### config.mk
export PLATFORM = sky130hd
export DESIGN_NAME = lcd_dual_timer_display
export DESIGN_NICKNAME = d
export VERILOG_FILES = /design/src/rtl/lcd_dual_timer_display.sv
export SDC_FILE = /design/constraint.sdc
export NUM_CORES = 1
export LEC_CHECK = 0
export CAP_MARGIN = 25
export CORE_ASPECT_RATIO = 1.4
export CORE_MARGIN = 2
export CORE_UTILIZATION = 63
export DETAILED_ROUTE_END_ITERATION = 12
export GPL_ROUTABILITY_DRIVEN = 1
export PLACE_DENSITY = 0.91
export SLEW_MARGIN = 20
export SYNTH_ARGS = -nofsm -noshare
export SYNTH_HDL_FRONTEND = slang
export SYNTH_SLANG_ARGS = --single-unit
### constraint.sdc
create_clock -name clk -period 5.7 [get_ports clk]
set_clock_uncertainty 0.2 [all_clocks]
set_input_delay 0.855 -clock clk [delete_from_list [all_inputs] [get_ports clk]]
set_output_delay 0.855 -clock clk [all_outputs]
set_load 0.01 [all_outputs]
### src/rtl/lcd_dual_timer_display.sv
// lcd_dual_timer_display: HD44780 4-bit write-only character-LCD driver for the chess timer.
// After the power-on init sequence it continuously redraws one LCD row per player clock,
// "Pn HH:MM:SS" with a '*' on the active player's row, or "SET mm MIN" on row 0 in set mode.
// Ports:
//   clk, rst            system clock, asynchronous active-high reset
//   setTime             1 = set mode (preset display)
//   timeIn[5:0]         preset minutes, binary 0..63
//   activeCh            index of the running player
//   countedTime         24 bits per channel, BCD {H1,H0,M1,M0,S1,S0}; ch0 in bits [23:0]
//   lcd[5:0]            {E, RS, D7, D6, D5, D4}
//   ready               high once init has completed
//   frame_done          one-cycle pulse after the last character of each refresh
module lcd_dual_timer_display #(
  parameter int unsigned TICKS_PER_US = 100,
  parameter int unsigned NUM_CH       = 2,
  parameter int unsigned COLS         = 16
) (
  input  logic                   clk,
  input  logic                   rst,
  input  logic                   setTime,
  input  logic [5:0]             timeIn,
  input  logic                   activeCh,
  input  logic [24*NUM_CH-1:0]   countedTime,
  output logic [5:0]             lcd,
  output logic                   ready,
  output logic                   frame_done
);

  localparam int unsigned C_1US   = TICKS_PER_US;
  localparam int unsigned C_50US  = 50 * TICKS_PER_US;
  localparam int unsigned C_200US = 200 * TICKS_PER_US;
  localparam int unsigned C_2MS   = 2000 * TICKS_PER_US;
  localparam int unsigned C_5MS   = 5000 * TICKS_PER_US;
  localparam int unsigned C_40MS  = 40000 * TICKS_PER_US;
  localparam int unsigned TW      = $clog2(C_40MS + 1);
  localparam int unsigned CTW     = 24 * NUM_CH;
  localparam int unsigned COLW    = $clog2(COLS + 1);

  // S_LOAD latches RS/D for the next nibble; S_SETUP/S_EHIGH/S_HOLD are the E strobe phases.
  typedef enum logic [2:0] {S_PWR, S_LOAD, S_SETUP, S_EHIGH, S_HOLD, S_GAP} state_t;

  state_t          state_q, state_d;
  logic [TW-1:0]   tmr_q, tmr_d, gap_q, gap_d, lim;
  logic            tmr_done, adv;
  logic            init_q, init_d;
  logic [3:0]      idx_q, idx_d;
  logic            row_q, row_d;
  logic [COLW-1:0] col_q, col_d;
  logic            lo_q, lo_d;
  logic            snap_set_q, snap_set_d, snap_act_q, snap_act_d;
  logic [5:0]      snap_tin_q, snap_tin_d;
  logic [CTW-1:0]  snap_ct_q, snap_ct_d;
  logic [5:0]      lcd_q, lcd_d;
  logic            ready_q, ready_d, fd_q, fd_d;

  logic [23:0]     row_time;
  logic [31:0]     ci;
  logic [3:0]      tens, units;
  logic [7:0]      ch, cur_byte;
  logic [3:0]      cur_nib;
  logic            cur_rs;
  logic [TW-1:0]   cur_gap;

  function automatic logic [7:0] digit_ch(input logic [3:0] d);
    return (d > 4'd9) ? 8'h3F : (8'h30 + {4'h0, d});
  endfunction

  // Character for the current data column, built from the frame snapshot.
  always_comb begin
    row_time = (NUM_CH > 1 && row_q) ? snap_ct_q[CTW-1 -: 24] : snap_ct_q[23:0];
    ci       = 32'(col_q) - 32'd1;
    tens     = 4'(snap_tin_q / 6'd10);
    units    = 4'(snap_tin_q % 6'd10);
    ch       = 8'h20;
    if (!snap_set_q) begin
      case (ci)
        0:       ch = 8'h50;
        1:       ch = 8'h31 + {7'h0, row_q};
        3:       ch = digit_ch(row_time[23:20]);
        4:       ch = digit_ch(row_time[19:16]);
        5, 8:    ch = 8'h3A;
        6:       ch = digit_ch(row_time[15:12]);
        7:       ch = digit_ch(row_time[11:8]);
        9:       ch = digit_ch(row_time[7:4]);
        10:      ch = digit_ch(row_time[3:0]);
        default: ch = 8'h20;
      endcase
      if (ci == COLS - 1 && (NUM_CH == 1 || snap_act_q == row_q)) ch = 8'h2A;
    end else if (!row_q) begin
      case (ci)
        0:       ch = 8'h53;
        1:       ch = 8'h45;
        2:       ch = 8'h54;
        4:       ch = digit_ch(tens);
        5:       ch = digit_ch(units);
        7:       ch = 8'h4D;
        8:       ch = 8'h49;
        9:       ch = 8'h4E;
        default: ch = 8'h20;
      endcase
    end
  end

  // Nibble to send at the current position and the wait that follows it.
  always_comb begin
    cur_rs   = 1'b0;
    cur_byte = 8'h00;
    cur_nib  = 4'h0;
    cur_gap  = '0;
    if (init_q) begin
      if (idx_q < 4'd4) begin
        cur_nib = (idx_q == 4'd3) ? 4'h2 : 4'h3;
        case (idx_q)
          4'd0:    cur_gap = TW'(C_5MS);
          4'd1:    cur_gap = TW'(C_200US);
          default: cur_gap = TW'(C_50US);
        endcase
      end else begin
        case (idx_q[3:1])
          3'd2:    cur_byte = 8'h28;
          3'd3:    cur_byte = 8'h0C;
          3'd4:    cur_byte = 8'h06;
          default: cur_byte = 8'h01;
        endcase
        cur_nib = idx_q[0] ? cur_byte[3:0] : cur_byte[7:4];
        if (idx_q[0]) cur_gap = (cur_byte == 8'h01) ? TW'(C_2MS) : TW'(C_50US);
      end
    end else begin
      cur_rs   = (col_q != '0);
      cur_byte = (col_q == '0) ? {1'b1, row_q, 6'h00} : ch;
      cur_nib  = lo_q ? cur_byte[3:0] : cur_byte[7:4];
      if (lo_q) cur_gap = TW'(C_50US);
    end
  end

  // Next-state logic: strobe timing, sequence position, snapshots and flags.
  always_comb begin
    state_d    = state_q;
    gap_d      = gap_q;
    init_d     = init_q;
    idx_d      = idx_q;
    row_d      = row_q;
    col_d      = col_q;
    lo_d       = lo_q;
    snap_set_d = snap_set_q;
    snap_act_d = snap_act_q;
    snap_tin_d = snap_tin_q;
    snap_ct_d  = snap_ct_q;
    lcd_d      = {1'b0, lcd_q[4:0]};
    ready_d    = ready_q;
    fd_d       = 1'b0;
    adv        = 1'b0;

    case (state_q)
      S_PWR:   lim = TW'(C_40MS);
      S_GAP:   lim = gap_q;
      default: lim = TW'(C_1US);
    endcase
    tmr_done = (tmr_q == lim - TW'(1));
    tmr_d    = tmr_done ? '0 : tmr_q + TW'(1);

    case (state_q)
      S_PWR:   if (tmr_done) state_d = S_LOAD;
      S_LOAD: begin
        lcd_d[4:0] = {cur_rs, cur_nib};
        tmr_d      = '0;
        state_d    = S_SETUP;
      end
      S_SETUP: if (tmr_done) state_d = S_EHIGH;
      S_EHIGH: if (tmr_done) state_d = S_HOLD;
      S_HOLD: begin
        if (tmr_done) begin
          if (cur_gap == '0) adv = 1'b1;
          else begin
            gap_d   = cur_gap;
            state_d = S_GAP;
          end
        end
      end
      S_GAP:   if (tmr_done) adv = 1'b1;
      default: state_d = S_PWR;
    endcase

    if (adv) begin
      state_d = S_LOAD;
      if (init_q) begin
        if (idx_q == 4'd11) begin
          init_d     = 1'b0;
          ready_d    = 1'b1;
          row_d      = 1'b0;
          col_d      = '0;
          lo_d       = 1'b0;
          snap_set_d = setTime;
          snap_act_d = activeCh;
          snap_tin_d = timeIn;
          snap_ct_d  = countedTime;
        end else begin
          idx_d = idx_q + 4'd1;
        end
      end else if (!lo_q) begin
        lo_d = 1'b1;
      end else begin
        lo_d = 1'b0;
        if (col_q == COLW'(COLS)) begin
          col_d = '0;
          if (row_q == 1'(NUM_CH - 1)) begin
            row_d      = 1'b0;
            fd_d       = 1'b1;
            snap_set_d = setTime;
            snap_act_d = activeCh;
            snap_tin_d = timeIn;
            snap_ct_d  = countedTime;
          end else begin
            row_d = row_q + 1'b1;
          end
        end else begin
          col_d = col_q + COLW'(1);
        end
      end
    end

    lcd_d[5] = (state_d == S_EHIGH);
  end

  // State and output registers; reset drops E immediately and restarts init.
  always_ff @(posedge clk or posedge rst) begin
    if (rst) begin
      state_q    <= S_PWR;
      tmr_q      <= '0;
      gap_q      <= '0;
      init_q     <= 1'b1;
      idx_q      <= '0;
      row_q      <= 1'b0;
      col_q      <= '0;
      lo_q       <= 1'b0;
      snap_set_q <= 1'b0;
      snap_act_q <= 1'b0;
      snap_tin_q <= '0;
      snap_ct_q  <= '0;
      lcd_q      <= '0;
      ready_q    <= 1'b0;
      fd_q       <= 1'b0;
    end else begin
      state_q    <= state_d;
      tmr_q      <= tmr_d;
      gap_q      <= gap_d;
      init_q     <= init_d;
      idx_q      <= idx_d;
      row_q      <= row_d;
      col_q      <= col_d;
      lo_q       <= lo_d;
      snap_set_q <= snap_set_d;
      snap_act_q <= snap_act_d;
      snap_tin_q <= snap_tin_d;
      snap_ct_q  <= snap_ct_d;
      lcd_q      <= lcd_d;
      ready_q    <= ready_d;
      fd_q       <= fd_d;
    end
  end

  assign lcd        = lcd_q;
  assign ready      = ready_q;
  assign frame_done = fd_q;

endmodule
==> results of run 1 <==
[power groups by stage]
stage	clock (uW)	sequential [uW]	combinational (uW)
finish	648	780	55.0
CTS	653	780	56.6
global placement	0	795	54.4
floorplan	0	795	11.7
detailed placement	0	795	56.5
global route	686	780	61.2
[routing by layer]
metal  share of wire  global-route usage  wire, um  vias to the layer above
met4           0.049              0.1635       958                        0
met2            0.54              0.5638     10450                      248
met5               0                   0         0                        -
met1            0.37              0.3507      7193                     3137
li1                -                   -         -                     2967
met3           0.044             0.05546       857                       74
[layout make-up]
| type | instances | area [sq um] | area share |
|---|---|---|---|
| Tap cell | 144 | 180.2 | 0.02170 |
| Multi-Input combinational cell | 597 | 4262 | 0.5132 |
| Timing Repair Buffer | 72 | 703.2 | 0.08468 |
| Inverter | 25 | 96.34 | 0.01160 |
| Clock inverter | 7 | 83.83 | 0.01009 |
| Sequential cell | 110 | 2754 | 0.3316 |
| Clock buffer | 9 | 225.2 | 0.02712 |
[kinds of logic (layout without fill, tap and decap cells)]
| kind of cell | after synthesis | in the layout | synth area share |
|---|---|---|---|
| fa+ha+maj | 12 | 12 | 0.02034 |
| xor+xnor | 38 | 38 | 0.04509 |
| buf+inv | 80 | 113 | 0.04950 |
| simple gates | 275 | 275 | 0.2029 |
| flops | 110 | 110 | 0.3731 |
| mux | 85 | 85 | 0.1292 |
| compound gates | 187 | 187 | 0.1799 |
[layout by cell type (no fill, tap or decap), types with 7 or more instances in the layout]
master,instances
nand3b_1,12
clkbuf_16,9
nor2_1,67
o21ai_0,35
and2_1,10
mux2i_1,18
nand4_1,12
inv_1,23
ha_1,12
and3_1,10
o31ai_1,8
a21oi_1,30
a211oi_1,19
a21o_1,7
nand3_1,25
buf_4,7
o2111ai_1,9
o211ai_1,8
o21a_1,7
nor2b_1,9
nor3b_1,9
or3_1,12
nor3_1,19
xor2_1,23
clkdlybuf4s50_1,65
nand2_1,49
mux2_2,22
dfrtp_1,109
mux2_1,40
or2_2,7
xnor2_1,15
[registers in the layout (all words and copies together), names as in the netlist]
signal	count
col_q	5
frame_done	1
gap_q	9
idx_q	4
init_q	1
lcd	6
lo_q	1
ready	1
row_q	1
snap_act_q	1
snap_ct_q	48
snap_set_q	1
snap_tin_q	6
state_q	3
tmr_q	22
[worst max-delay path, cell delays in order, from the launching register on]
cell,delay (ns)
dfrtp_1,0.65
or2_2,0.44
a21oi_1,0.21
ha_1,0.29
o211ai_1,0.17
o32a_1,0.43
xnor2_1,0.14
a2111o_1,0.62
nor4_4,0.32
buf_4,0.60
mux2_2,0.42
[path summary, 6_finish.rpt]
kind / end
max in group asynchronous: gap_q[14]
min in group asynchronous: snap_tin_q[4]
worst min register to register: snap_ct_q[40]
worst min-delay path: snap_ct_q[40]
worst max register to register: snap_ct_q[29]
worst max-delay path: snap_ct_q[29]
[stage by stage]
step	hold WS, ns	util
detailed placement	0.2776	0.7016
global placement	0.2675	0.7016
finish	0.2932	0.7287
floorplan	0.2489	-
CTS	0.2971	0.7287
global route	0.3197	0.7287
==> key figures, run 1 <==
Run status
  – Status: finished clean

Synth
  – Most frequent cell after synthesis: dfrtp_1
  – Ys flop type: dfrtp_1
  – Post-synthesis async set-or-reset flop share: 1.000
  – Ranking of synthesized cells by area: dfrtp_1 (37%), mux2_1 (6.1%), nor2_1 (3.4%)
  – Synth Cell Area: 7381 sq um
  – Synth cell count leaders: dfrtp_1 (109), nor2_1 (67), nand2_1 (49)
  – Register area share after synthesis: 0.3731
  – Post-synth EDFFs: 0
  – Cells after Synth: slightly below 800
  – Syn avg cell area: roughly 9.4 sq um
  – Library cells used by synthesis: 79
  – Warnings from Yosys: 0
  – Post-synthesis register bit count: 110
  – Area leader, netlist: dfrtp_1
  – Syn_nets: 857
  – Share of the synthesized area in the top cell type: 0.3696

Clocking
  – CTS tree: done
  – Clk root buf: clkbuf_16
  – Skew-Pair Late Insertion Delay: 0.36 ns
  – CTS max path bufs: 2
  – # hold bufs at CTS: 0
  – Clk sink count: between 100 and 150
  – H-tree depth: 3
  – Total CTS buffers: 9
  – Cts repair resizes: 0
  – Reg clk slew, reported paths: 0.08 ns
  – Post-CTS setup buffers: 0

Power and ir drop
  – Flop pwr share: 0.526
  – Power Dens Cells: 178.6 nW/um^2
  – Clk network pwr share: 0.437
  – Power, Total: around 1500 uW
  – Static Leak: approximately 0.0036 uW
  – P_int: 1130 uW
  – Maximum VDD drop: about 0.00016 V
  – Sw Ratio: 0.2381
  – Switching Power: 353.1 uW
  – Gate power share: 0.037

Detailed routing
  – DRT antenna net count: 0
  – # DRC: 0
  – Initial DRC count: roughly 550
  – Wire per inst: 20.18 um
  – Vias: 6426
  – Routed wire length: 19460 um
  – Vias per cell: 6.666
  – Number of detailed-route iterations in the first pass: 5

Placement
  – Hpwl dp: 14170 um
  – Post-DP Area: 7995 sq um
  – Placed cell count: 948
  – IO buf count: 65
  – GPL Wtd Cong: between 0.9 and 1
  – Dpl ws: 1.116 ns

Final layout
  – Post-route cell area: roughly 8300 sq um
  – Ant. Diodes: 0
  – Area Growth Syn to Fin: 12.51%
  – Layout cells sized above 1: 0.08537
  – Net count reported at finish: 885
  – Fillers: approximately 830
  – Non-Filler Instances: around 960

Die
  – Core region area: ~11000 sq um
  – Initial Utilization: 0.6477
  – Die X-Extent: 95.48 um
  – Die Span Y: 132.1 um
  – # IOs: 66
  – Std cell rows: 46
  – Die Footprint: 12610 sq um

Setup path
  – Crit path kind: reg2reg
  – Crit path from: state_q[2]
  – CP required: 5.75 ns
  – Worst r2r path cells: 10
  – Worst endpoint data arrival time: 4.69 ns
  – Critical path endpoint category: flop
  – Maximum fanout along the worst path: 56
  – R2R Setup Slk: approximately 1.1 ns
  – CP Launch Type: flop
  – Worst r2r src: state_q[2]

GRT
  – Total congestion overflow: 0
  – Vias in the first global route: about 6400
  – All-layer global routing usage: 0.3162
  – Initial antenna violation count: 0
  – First-pass GRT wire length: 31490 um
  – Largest net degree at the start of global routing: 65

Run
  – Max cap viols: 0

Worst hold path
  – Worst Hold Depth: 1
  – Hold WC Path Type: reg2reg
  – Min-delay src: snap_ct_q[40]

Timing
  – # setup viols final: 0
  – Final worst setup slack: about 1.1 ns
  – Slew Limit Fails: 0
  – Final Hold Fails: 0
  – Fin crit period: ~4.6 ns
  – Max Fclk: 0.2154 GHz
  – Slew HR: 0.3699
  – Least-Margin Pin Slew: 0.9320 ns
  – TNS Setup: 0 ns
  – Final period utilization: 0.8143
  – Unrepaired setup endpoints after global routing: no
Note: power is estimated with default switching activity, not from simulation.
==> inputs of run 2 (changes only) <==
--- a/config.mk
+++ b/config.mk
@@ -8,10 +8,10 @@
 export CAP_MARGIN = 25
 export CORE_ASPECT_RATIO = 1.4
 export CORE_MARGIN = 2
-export CORE_UTILIZATION = 63
+export CORE_UTILIZATION = 59
 export DETAILED_ROUTE_END_ITERATION = 12
 export GPL_ROUTABILITY_DRIVEN = 1
-export PLACE_DENSITY = 0.91
+export PLACE_DENSITY = 0.86
 export SLEW_MARGIN = 20
 export SYNTH_ARGS = -nofsm -noshare
 export SYNTH_HDL_FRONTEND = slang
==> constraint.sdc (replaced) <==
create_clock -name clk -period 4.3 [get_ports clk]
set_clock_uncertainty 0.2 [all_clocks]
set_input_delay 0.645 -clock clk [delete_from_list [all_inputs] [get_ports clk]]
set_output_delay 0.645 -clock clk [all_outputs]
set_load 0.01 [all_outputs]
==> run 2 against run 1 <==
  * Die area rose by 6.5%
  * Final cell count up 1.9%
  * Global-route usage down 2.3 points
  * Critical path type unchanged
  * Sequential power up 32%
  * Via count down 1.0%
  * Combinational power up 37%
  * Sequential cell count did not move
  * Clock-buffer cell count unchanged
  * Setup slack got worse by 0.64 ns
==> key figures, run 2 (synthesized netlist as in run 1, its figures left out) <==
Die
  – Std cell rows: 48
  – # IOs: 66
  – Die Span Y: 136.3 um
  – Die Footprint: approximately 13000 sq um
  – Die X-Extent: 98.53 um
  – Initial Utilization: 0.6024
  – Core region area: 12250 sq um

GRT
  – Met3 Usage GRT: 0.03548
  – Largest net degree at the start of global routing: 57
  – Total congestion overflow: 0
  – Global routing's busiest layer: met2
  – Vias in the first global route: 6483
  – First-pass GRT wire length: ~32000 um
  – All-layer global routing usage: 0.2930
  – Met1 Track Usage GR: 0.3122
  – Met2 Track Usage GR: 0.5450
  – Initial antenna violation count: 0

Detailed routing
  – Routed wire length: 19260 um
  – Number of detailed-route iterations in the first pass: 5
  – Wire per inst: just under 20 um
  – Initial DRC count: 323
  – Vias per cell: 6.476
  – Vias: 6359
  – DRT antenna net count: 0
  – # DRC: 0

Run status
  – Status: finished clean

Clocking
  – Post-CTS setup buffers: 0
  – CTS max path bufs: 2
  – Total CTS buffers: 9
  – Clk sink count: 110
  – Reg clk slew, reported paths: roughly 0.080 ns
  – Skew-Pair Late Insertion Delay: 0.37 ns
  – # hold bufs at CTS: 0
  – CTS tree: done
  – Cts repair resizes: 0
  – H-tree depth: 3
  – Clk root buf: clkbuf_16

Setup path
  – CP max-delay cell: a2111o_1
  – Worst endpoint data arrival time: 3.94 ns
  – CP required: 4.36 ns
  – CP Launch Type: flop
  – Maximum fanout along the worst path: 56
  – Critical-path cell list: or2_2, a21oi_1, ha_1, o211ai_1, o32a_1, xnor2_1, a2111o_1, nor4_4, buf_12, mux2_2
  – Delay of the slowest critical-path stage: between 0.5 and 0.6 ns
  – Crit path kind: reg2reg
  – Critical path endpoint category: flop

Final layout
  – Most frequent cells in the layout: dfrtp_1 (109), nor2_1 (67), clkdlybuf4s50_1 (65)
  – Net count reported at finish: 897
  – Top reg by flops: snap_ct_q
  – Largest registers: snap_ct_q x48, tmr_q x22, gap_q x9
  – Max reg flops: 48
  – Ant. Diodes: 0
  – Commonest non-fill, non-tap cell in the layout: dfrtp_1
  – Layout cells sized above 1: 0.09856
  – Area Growth Syn to Fin: 14.14%

Timing
  – Max Fclk: 0.2577 GHz
  – Final Hold Fails: 0
  – Fin crit period: 3.880 ns
  – Unrepaired setup endpoints after global routing: no
  – TNS Setup: 0 ns
  – Slew Limit Fails: 0
  – Least-Margin Pin Slew: 0.6964 ns
  – Final period utilization: 0.9023
  – Slew HR: 0.5357
  – Final worst setup slack: roughly 0.42 ns
  – # setup viols final: 0

Power and ir drop
  – Maximum VDD drop: approximately 0.00018 V
  – Static Leak: approximately 0.0036 uW
  – Power Dens Cells: 237.0 nW/um^2

Placement
  – GPL Wtd Cong: 0.9755
  – Hpwl dp: roughly 15000 um
  – IO buf count: 65
  – Dpl ws: 0.4416 ns

Run
  – Max cap viols: 0

Worst hold path
  – Hold WC Path Type: reg2reg
-- run 2: final cells by class --
cell class | count | area (sq um)
clock inverters | 7 | 93.84
clock buffers | 9 | 225.2
inverters | 25 | 96.34
fillers | 940 | 3827
repair buffers | 84 | 805.8
well taps | 150 | 187.7
flip-flops and latches | 110 | 2754
multi-input cells | 597 | 4262
-- run 2: power breakdown --
part           switching, uW  leakage, uW  internal [uW]  total (uW)
logic                   28.5      0.00197           46.5        75.1
registers                  0      0.00152           1030        1030
clock network            460     0.000154            428         888
-- run 2: stage by stage --
stage          area, sq um  hold WS, ns  power [uW]  std cells    util
2_1_floorplan         7381       0.2489        1070        787       -
3_3_place_gp          8105       0.2462        1128        966  0.6616
3_5_place_dp          8105       0.2555        1131        966  0.6616
4_1_cts               8424       0.2860        2005        982  0.6876
5_1_grt               8424       0.3115        2056        982  0.6876
6_report              8424       0.2847        1996        982  0.6876
-- run 2: final timing paths --
kind                                 start  cells past startpoint  slack (ns)             to
worst max-delay path            state_q[2]                     10        0.42  snap_ct_q[25]
worst min-delay path                 ready                      1        0.28          ready
worst max register to register  state_q[2]                     10        0.42  snap_ct_q[25]
worst min register to register       ready                      1        0.28          ready
max in group asynchronous              rst                      3        2.48     snap_set_q
min in group asynchronous              rst                      2        0.54       tmr_q[3]
-- run 2: routing by layer --
metal	part of all wire	wire length, um	up-vias
met2	0.54	10340	218
li1	-	-	2996
met1	0.38	7221	3062
met4	0.055	1064	0
met5	0	0	-
met3	0.033	630	83
-- run 2: worst max-delay path, delay by kind of cell (launching register included) --
family / cells / cell delay, ns
AO/OA/AOI/OAI: 4 / 1.29
AND/OR/NAND/NOR: 2 / 0.69
flip-flops: 1 / 0.44
multiplexers: 1 / 0.38
buffers and inverters: 1 / 0.31
adder cells (fa/ha/maj): 1 / 0.28
XOR/XNOR: 1 / 0.14
